[src/rtl/serial_adder_ctrl_if.sv]
`default_nettype none
// ============================================================================
//  Module      : serial_adder_ctrl_if
//  Description : Operand/result handshake bundle for the bit-serial adder
//                sequencer. The producer/consumer side uses the master
//                modport; the sequencer uses the slave modport.
//  Revision    : 1.0 - initial release
// ----------------------------------------------------------------------------
//  Signals
//    in_valid   producer -> ctrl   operand set on a/b/cin is valid
//    in_ready   ctrl -> producer   controller can accept operands
//    a, b       producer -> ctrl   WIDTH-bit operands
//    cin        producer -> ctrl   carry-in
//    out_valid  ctrl -> consumer   sum/cout hold a completed result
//    out_ready  consumer -> ctrl   consumer accepts the result
//    sum        ctrl -> consumer   low WIDTH bits of a+b+cin
//    cout       ctrl -> consumer   carry-out of a+b+cin
//    busy       ctrl -> observer   operation in progress or result pending
// ============================================================================
interface serial_adder_ctrl_if #(
    parameter int WIDTH = 8
);
    logic             in_valid;
    logic             in_ready;
    logic [WIDTH-1:0] a;
    logic [WIDTH-1:0] b;
    logic             cin;
    logic             out_valid;
    logic             out_ready;
    logic [WIDTH-1:0] sum;
    logic             cout;
    logic             busy;

    modport master (
        output in_valid, a, b, cin, out_ready,
        input  in_ready, out_valid, sum, cout, busy
    );

    modport slave (
        input  in_valid, a, b, cin, out_ready,
        output in_ready, out_valid, sum, cout, busy
    );
endinterface
`default_nettype wire

[src/rtl/serial_adder_ctrl.sv]
`default_nettype none
// ============================================================================
//  Module      : serial_adder_fa
//  Description : One-bit full-adder cell, the only arithmetic in the
//                serial adder.
//  Revision    : 1.0 - initial release
// ----------------------------------------------------------------------------
//  Ports
//    x, y, ci   in   addend bits and carry-in
//    s, co      out  sum bit and carry-out
// ============================================================================
module serial_adder_fa (
    input  wire logic x,
    input  wire logic y,
    input  wire logic ci,
    output logic      s,
    output logic      co
);
    assign s  = x ^ y ^ ci;
    assign co = (x & y) | (x & ci) | (y & ci);
endmodule

// ============================================================================
//  Module      : serial_adder_ctrl
//  Description : Bit-serial adder sequencer. Captures two WIDTH-bit operands
//                and a carry-in on the input handshake, then adds them LSB
//                first through a single full-adder cell, one bit per clock,
//                and holds the result until the consumer accepts it.
//  Revision    : 1.0 - initial release
// ----------------------------------------------------------------------------
//  Ports
//    clk     in      rising-edge clock
//    rst_n   in      asynchronous reset, active low
//    bus     slave   operand/result handshake bundle (serial_adder_ctrl_if)
// ============================================================================
module serial_adder_ctrl #(
    parameter int WIDTH = 8,
    parameter int CNT_W = $clog2(WIDTH + 1)
) (
    input  wire logic          clk,
    input  wire logic          rst_n,
    serial_adder_ctrl_if.slave bus
);

    localparam logic [1:0] c_IDLE = 2'd0;
    localparam logic [1:0] c_RUN  = 2'd1;
    localparam logic [1:0] c_DONE = 2'd2;

    localparam logic [CNT_W-1:0] c_CNT_LAST = CNT_W'(WIDTH - 1);
    localparam logic [CNT_W-1:0] c_CNT_ONE  = CNT_W'(1);

    logic [1:0]       r_state;
    logic [1:0]       w_state_next;

    logic [WIDTH-1:0] r_opa;
    logic [WIDTH-1:0] r_opb;
    logic             r_carry;
    logic [CNT_W-1:0] r_cnt;
    // Holds the WIDTH-1 most recent sum bits; the newest bit from the adder
    // cell completes the word, so a full WIDTH-bit accumulator is not needed.
    logic [WIDTH-2:0] r_acc;
    logic [WIDTH-1:0] r_sum;
    logic             r_cout;

    logic             w_fa_sum;
    logic             w_fa_cout;
    logic [WIDTH-1:0] w_acc_next;
    logic             w_load;
    logic             w_last;

    serial_adder_fa u_fa (
        .x  (r_opa[0]),
        .y  (r_opb[0]),
        .ci (r_carry),
        .s  (w_fa_sum),
        .co (w_fa_cout)
    );

    assign w_acc_next = {w_fa_sum, r_acc};
    assign w_load     = (r_state == c_IDLE) && bus.in_valid;
    assign w_last     = (r_state == c_RUN) && (r_cnt == c_CNT_LAST);

    // ---------------- state register ----------------
    always_ff @(posedge clk or negedge rst_n) begin
        if (!rst_n) begin
            r_state <= c_IDLE;
        end else begin
            r_state <= w_state_next;
        end
    end

    // ---------------- next-state logic ----------------
    always_comb begin
        w_state_next = r_state;
        case (r_state)
            c_IDLE:  if (bus.in_valid)  w_state_next = c_RUN;
            c_RUN:   if (w_last)        w_state_next = c_DONE;
            c_DONE:  if (bus.out_ready) w_state_next = c_IDLE;
            default:                    w_state_next = c_IDLE;
        endcase
    end

    // ---------------- state-decoded outputs ----------------
    always_comb begin
        bus.in_ready  = 1'b0;
        bus.out_valid = 1'b0;
        bus.busy      = 1'b0;
        case (r_state)
            c_IDLE: bus.in_ready = 1'b1;
            c_RUN:  bus.busy     = 1'b1;
            c_DONE: begin
                bus.out_valid = 1'b1;
                bus.busy      = 1'b1;
            end
            default: ;
        endcase
    end

    // ---------------- serial datapath ----------------
    always_ff @(posedge clk or negedge rst_n) begin
        if (!rst_n) begin
            r_opa   <= '0;
            r_opb   <= '0;
            r_carry <= 1'b0;
            r_cnt   <= '0;
            r_acc   <= '0;
            r_sum   <= '0;
            r_cout  <= 1'b0;
        end else if (w_load) begin
            r_opa   <= bus.a;
            r_opb   <= bus.b;
            r_carry <= bus.cin;
            r_cnt   <= '0;
        end else if (r_state == c_RUN) begin
            r_carry <= w_fa_cout;
            r_opa   <= {1'b0, r_opa[WIDTH-1:1]};
            r_opb   <= {1'b0, r_opb[WIDTH-1:1]};
            r_acc   <= w_acc_next[WIDTH-1:1];
            r_cnt   <= r_cnt + c_CNT_ONE;
            // The visible result only moves on the final bit, so the
            // consumer never sees a partially accumulated sum.
            if (w_last) begin
                r_sum  <= w_acc_next;
                r_cout <= w_fa_cout;
            end
        end
    end

    assign bus.sum  = r_sum;
    assign bus.cout = r_cout;

endmodule
`default_nettype wire

[src/flat_wrapper.sv]
// flat-port wrapper written by rule: the top's interface ports become plain ports
module serial_adder_ctrl_flat 
#(
    parameter int WIDTH = 8,
    parameter int CNT_W = $clog2(WIDTH + 1)
)
  (clk, rst_n, bus_in_valid, bus_a, bus_b, bus_cin, bus_out_ready, bus_in_ready, bus_out_valid, bus_sum, bus_cout, bus_busy);
  serial_adder_ctrl_if #(.WIDTH(WIDTH)) bus_i ();
  input  wire logic clk;
  input  wire logic rst_n;
  input wire logic [$bits(bus_i.in_valid)-1:0] bus_in_valid;
  input wire logic [$bits(bus_i.a)-1:0] bus_a;
  input wire logic [$bits(bus_i.b)-1:0] bus_b;
  input wire logic [$bits(bus_i.cin)-1:0] bus_cin;
  input wire logic [$bits(bus_i.out_ready)-1:0] bus_out_ready;
  output wire logic [$bits(bus_i.in_ready)-1:0] bus_in_ready;
  output wire logic [$bits(bus_i.out_valid)-1:0] bus_out_valid;
  output wire logic [$bits(bus_i.sum)-1:0] bus_sum;
  output wire logic [$bits(bus_i.cout)-1:0] bus_cout;
  output wire logic [$bits(bus_i.busy)-1:0] bus_busy;
  assign bus_i.in_valid = bus_in_valid;
  assign bus_i.a = bus_a;
  assign bus_i.b = bus_b;
  assign bus_i.cin = bus_cin;
  assign bus_i.out_ready = bus_out_ready;
  assign bus_in_ready = bus_i.in_ready;
  assign bus_out_valid = bus_i.out_valid;
  assign bus_sum = bus_i.sum;
  assign bus_cout = bus_i.cout;
  assign bus_busy = bus_i.busy;
  serial_adder_ctrl #(.WIDTH(WIDTH), .CNT_W(CNT_W)) u_core (.clk(clk), .rst_n(rst_n), .bus(bus_i));
endmodule
[config.mk]
export PLATFORM = sky130hd
export DESIGN_NAME = serial_adder_ctrl_flat
export DESIGN_NICKNAME = d
export VERILOG_FILES = /design/src/rtl/serial_adder_ctrl_if.sv /design/src/rtl/serial_adder_ctrl.sv /design/src/flat_wrapper.sv
export SDC_FILE = /design/constraint.sdc
export NUM_CORES = 1
export LEC_CHECK = 0
export ABC_AREA = 0
export BUFFER_PORTS_ARGS = -buffer_cell sky130_fd_sc_hd__buf_4
export CAP_MARGIN = 5
export CORE_MARGIN = 3
export CORE_UTILIZATION = 30
export CTS_CLUSTER_SIZE = 12
export DETAILED_ROUTE_END_ITERATION = 8
export PLACE_DENSITY_LB_ADDON = 0.1
export SETUP_SLACK_MARGIN = 0.5
export SYNTH_ARGS = -nofsm -noshare
export SYNTH_HDL_FRONTEND = slang
export SYNTH_SLANG_ARGS = --single-unit
[constraint.sdc]
create_clock -name clk -period 2.9 [get_ports clk]
set_input_delay 0.87 -clock clk [delete_from_list [all_inputs] [get_ports clk]]
set_output_delay 0.87 -clock clk [all_outputs]
set_load 0.02 [all_outputs]
==> results.py <==
metrics = {
    "placed_design": {
        "hpwl_um": 2250,
        "gp_congestion": 0.715,
        "io_buffer_count": 32,
        "post-place-cells": 240,
    },
    "power": {
        "powerDensity_mw_per_mm2": 1030,
        "power.total_w": 0.00221,
        "ir_worst_vdd_uv": 366,
        "p_leak_nw": 1.05,
    },
    "logic_synthesis": {
        "syn_avg_cell_area_sq_um": 12.4,
        "synth_top_area_share_pct": 56.3,
        "synth_compound_gate_area_share_pct": 6.35,
        "ys.flop_type": "dfrtp_1",
        "synth_sequential_area_ratio_pct": 56.3,
        "yosys.area_share.simple_pct": 7.51,
        "synth_area_sq_mm": 0.00173,
        "synth-edff-count": 0,
        "synth-async-reset-ratio_pct": 100,
        "synth_xor_area_share_pct": 1.52,
        "synthDistinctLibCells": 23,
        "ys_top_cells_by_area": "dfrtp_1, mux2_2, mux2i_1",
        "synth_seq_cells": 39,
        "yosysTopAreaCell": "dfrtp_1",
        "netlist_instances": 140,
        "synthMuxAreaShare_pct": 20.3,
        "yosys.area_share.adder_pct": 4.77,
        "yosys_warnings": 0,
        "synth_top_family_by_area": "multiplexers",
        "synth_nets": 167,
    },
    "drt": {
        "drtIter0Drc": 37,
        "routed_wl_um": 3150,
        "viasPerCell": 4.60,
        "drc": 0,
        "wl_per_cell_um": 12.7,
        "num_vias": 1142,
        "ant_nets": 0,
        "drtPass1Iterations": 4,
    },
    "run_status": {
        "status": "completed",
    },
    "clocking": {
        "cts_sinks": 39,
        "post_cts_resized": 0,
        "cts_max_level": 2,
        "numCtsBuffers": 5,
        "tritoncts": "yes",
        "clk-insertion-delay-late_ps": 290,
        "clockBufferDepth": 2,
        "holdBufCountCts": 0,
        "clk_pin_slew_worst_paths_ps": 70,
        "clock-root-buffer": "clkbuf_8",
        "cts_setup_buffers": 0,
    },
    "cells_and_area": {
        "num-fill-cells": 561,
        "drive_gt1_share_pct": 33.5,
        "syn2layout_area_growth_pct": 23.8,
        "insertedDiodeCount": 0,
        "fin_nets": 202,
        "final_cells": 248,
    },
    "floorplan": {
        "dieWidth_um": 82,
        "die_area_sq_mm": 0.00672,
        "rows": 27,
        "initial_utilization_pct": 31.3,
        "floorplan.io_pins": 33,
        "coreArea_sq_mm": 0.00554,
        "die-height_um": 82,
    },
    "critical_path": {
        "cp-start-kind": "register",
        "cp.required_ps": 2030,
        "worstPathArrival_ps": 1200,
        "worstPathMaxFanout": 4,
        "end_kind": "output pin",
        "worstSetupPathType": "reg2out",
    },
    "global_routing": {
        "grt-busiest-layer": "met2",
        "grt_max_degree": 40,
        "grt_pass1_vias": 1208,
        "grt_usage_pct": 11.0,
        "gr-total-overflow": 0,
        "met3_usage_pct": 4.61,
        "use_met1_pct": 12.1,
        "antenna_found_initial": 0,
        "grt_use_met2_pct": 18.3,
        "grt_pass1_wl_um": 5490,
    },
    "timing": {
        "clock_skew_ps": 4.59,
        "hold_viol": 0,
        "setup_viol": 0,
        "rsz0062_at_grt": "no",
        "tightest_slew_ps": 491,
        "maxSlewViolCount": 0,
        "maxSlewHeadroom_pct": 67.2,
        "fin_setup_tns_ps": 0,
        "max_freq_mhz": 484,
        "hold_slack_ps": 511,
        "fin_crit_ps": 2070,
        "period_share_pct": 71.3,
    },
    "run": {
        "maxCapViolations": 0,
    },
    "worst_hold_path": {
        "hp-class": "reg2reg",
    },
}
## cell usage in the layout (no fill, tap or decap), drive strengths merged, types with 4 or more instances in the layout
cell type  synthesis  layout
nor2               4       4
clkbuf             1       8
o21ai             18      18
inv                4       4
mux2              17      17
dfrtp             39      39
nand2             18      18
ha                 5       5
mux2i             16      16
buf                6      35
## final timing paths
kind | slack, ps | cells past startpoint | to | startpoint
worst max-delay path | 830 | 3 | bus_busy | u_core.r_state[1]
worst min-delay path | 510 | 1 | u_core.bus.sum[6] | u_core.bus.sum[6]
worst max register to register | 1010 | 5 | u_core.r_state[1] | u_core.r_state[1]
worst min register to register | 510 | 1 | u_core.bus.sum[6] | u_core.bus.sum[6]
max in group asynchronous | 2020 | 1 | u_core.r_opb[7] | rst_n
min in group asynchronous | 550 | 1 | u_core.bus.sum[5] | rst_n
## layout make-up
class | instances | area [sq um] | share of cell area (%)
Clock buffer | 8 | 100 | 4.67
Inverter | 4 | 15.0 | 0.700
Multi-Input combinational cell | 90 | 701 | 32.7
Sequential cell | 39 | 976 | 45.5
Tap cell | 72 | 90.1 | 4.20
Timing Repair Buffer | 35 | 263 | 12.3
## critical path, cell delays in order, from the launching register on
cell	delay [ps]
dfrtp_1	380
inv_1	120
ha_1	250
buf_4	160
## per-layer routing
layer / vias up / part of all wire [%] / wire length [um]
met5: - / 0 / 0
met4: 0 / 1.9 / 59
met3: 6 / 6.2 / 194
met2: 24 / 50 / 1580
met1: 558 / 42 / 1320
li1: 554 / - / -
## logic make-up after synthesis
kind of cell / Yosys count
xor+xnor: 3
mux: 33
flops: 39
buf+inv: 11
compound gates: 20
fa+ha+maj: 6
simple gates: 28
## registers in the layout, indices dropped and copies added (netlist names)
| signal | cells |
|---|---|
| u_core.bus.cout | 1 |
| u_core.r_opa | 8 |
| u_core.r_cnt | 4 |
| u_core.r_opb | 8 |
| u_core.r_acc | 7 |
| u_core.bus.sum | 8 |
| u_core.r_carry | 1 |
| u_core.r_state | 2 |
## power by group
| group | switching [W] | internal (W) | total (W) |
|---|---|---|---|
| Combinational | 0.000443 | 0.000452 | 0.000894 |
| Clock | 0.000178 | 0.000217 | 0.000395 |
| Sequential | 0.000140 | 0.000781 | 0.000921 |
| Total | 0.000761 | 0.00145 | 0.00221 |
## cells in the mapped netlist, drive strengths merged (2+ instances only)
cell     n
buf      6
dfrtp   39
ha       5
inv      4
mux2    17
mux2i   16
nand2   18
nand2b   2
nor2     4
o21ai   18
xor2     2
## metrics by stage
step	setup slack (ps)	area, sq um	util [%]
finish	832	2140	38.7
global route	744	2140	38.7
CTS	808	2140	38.7
detailed placement	1000	2040	36.9
global placement	1030	2040	36.9
floorplan	1160	1730	-
Power figures use the tool's default switching activity.
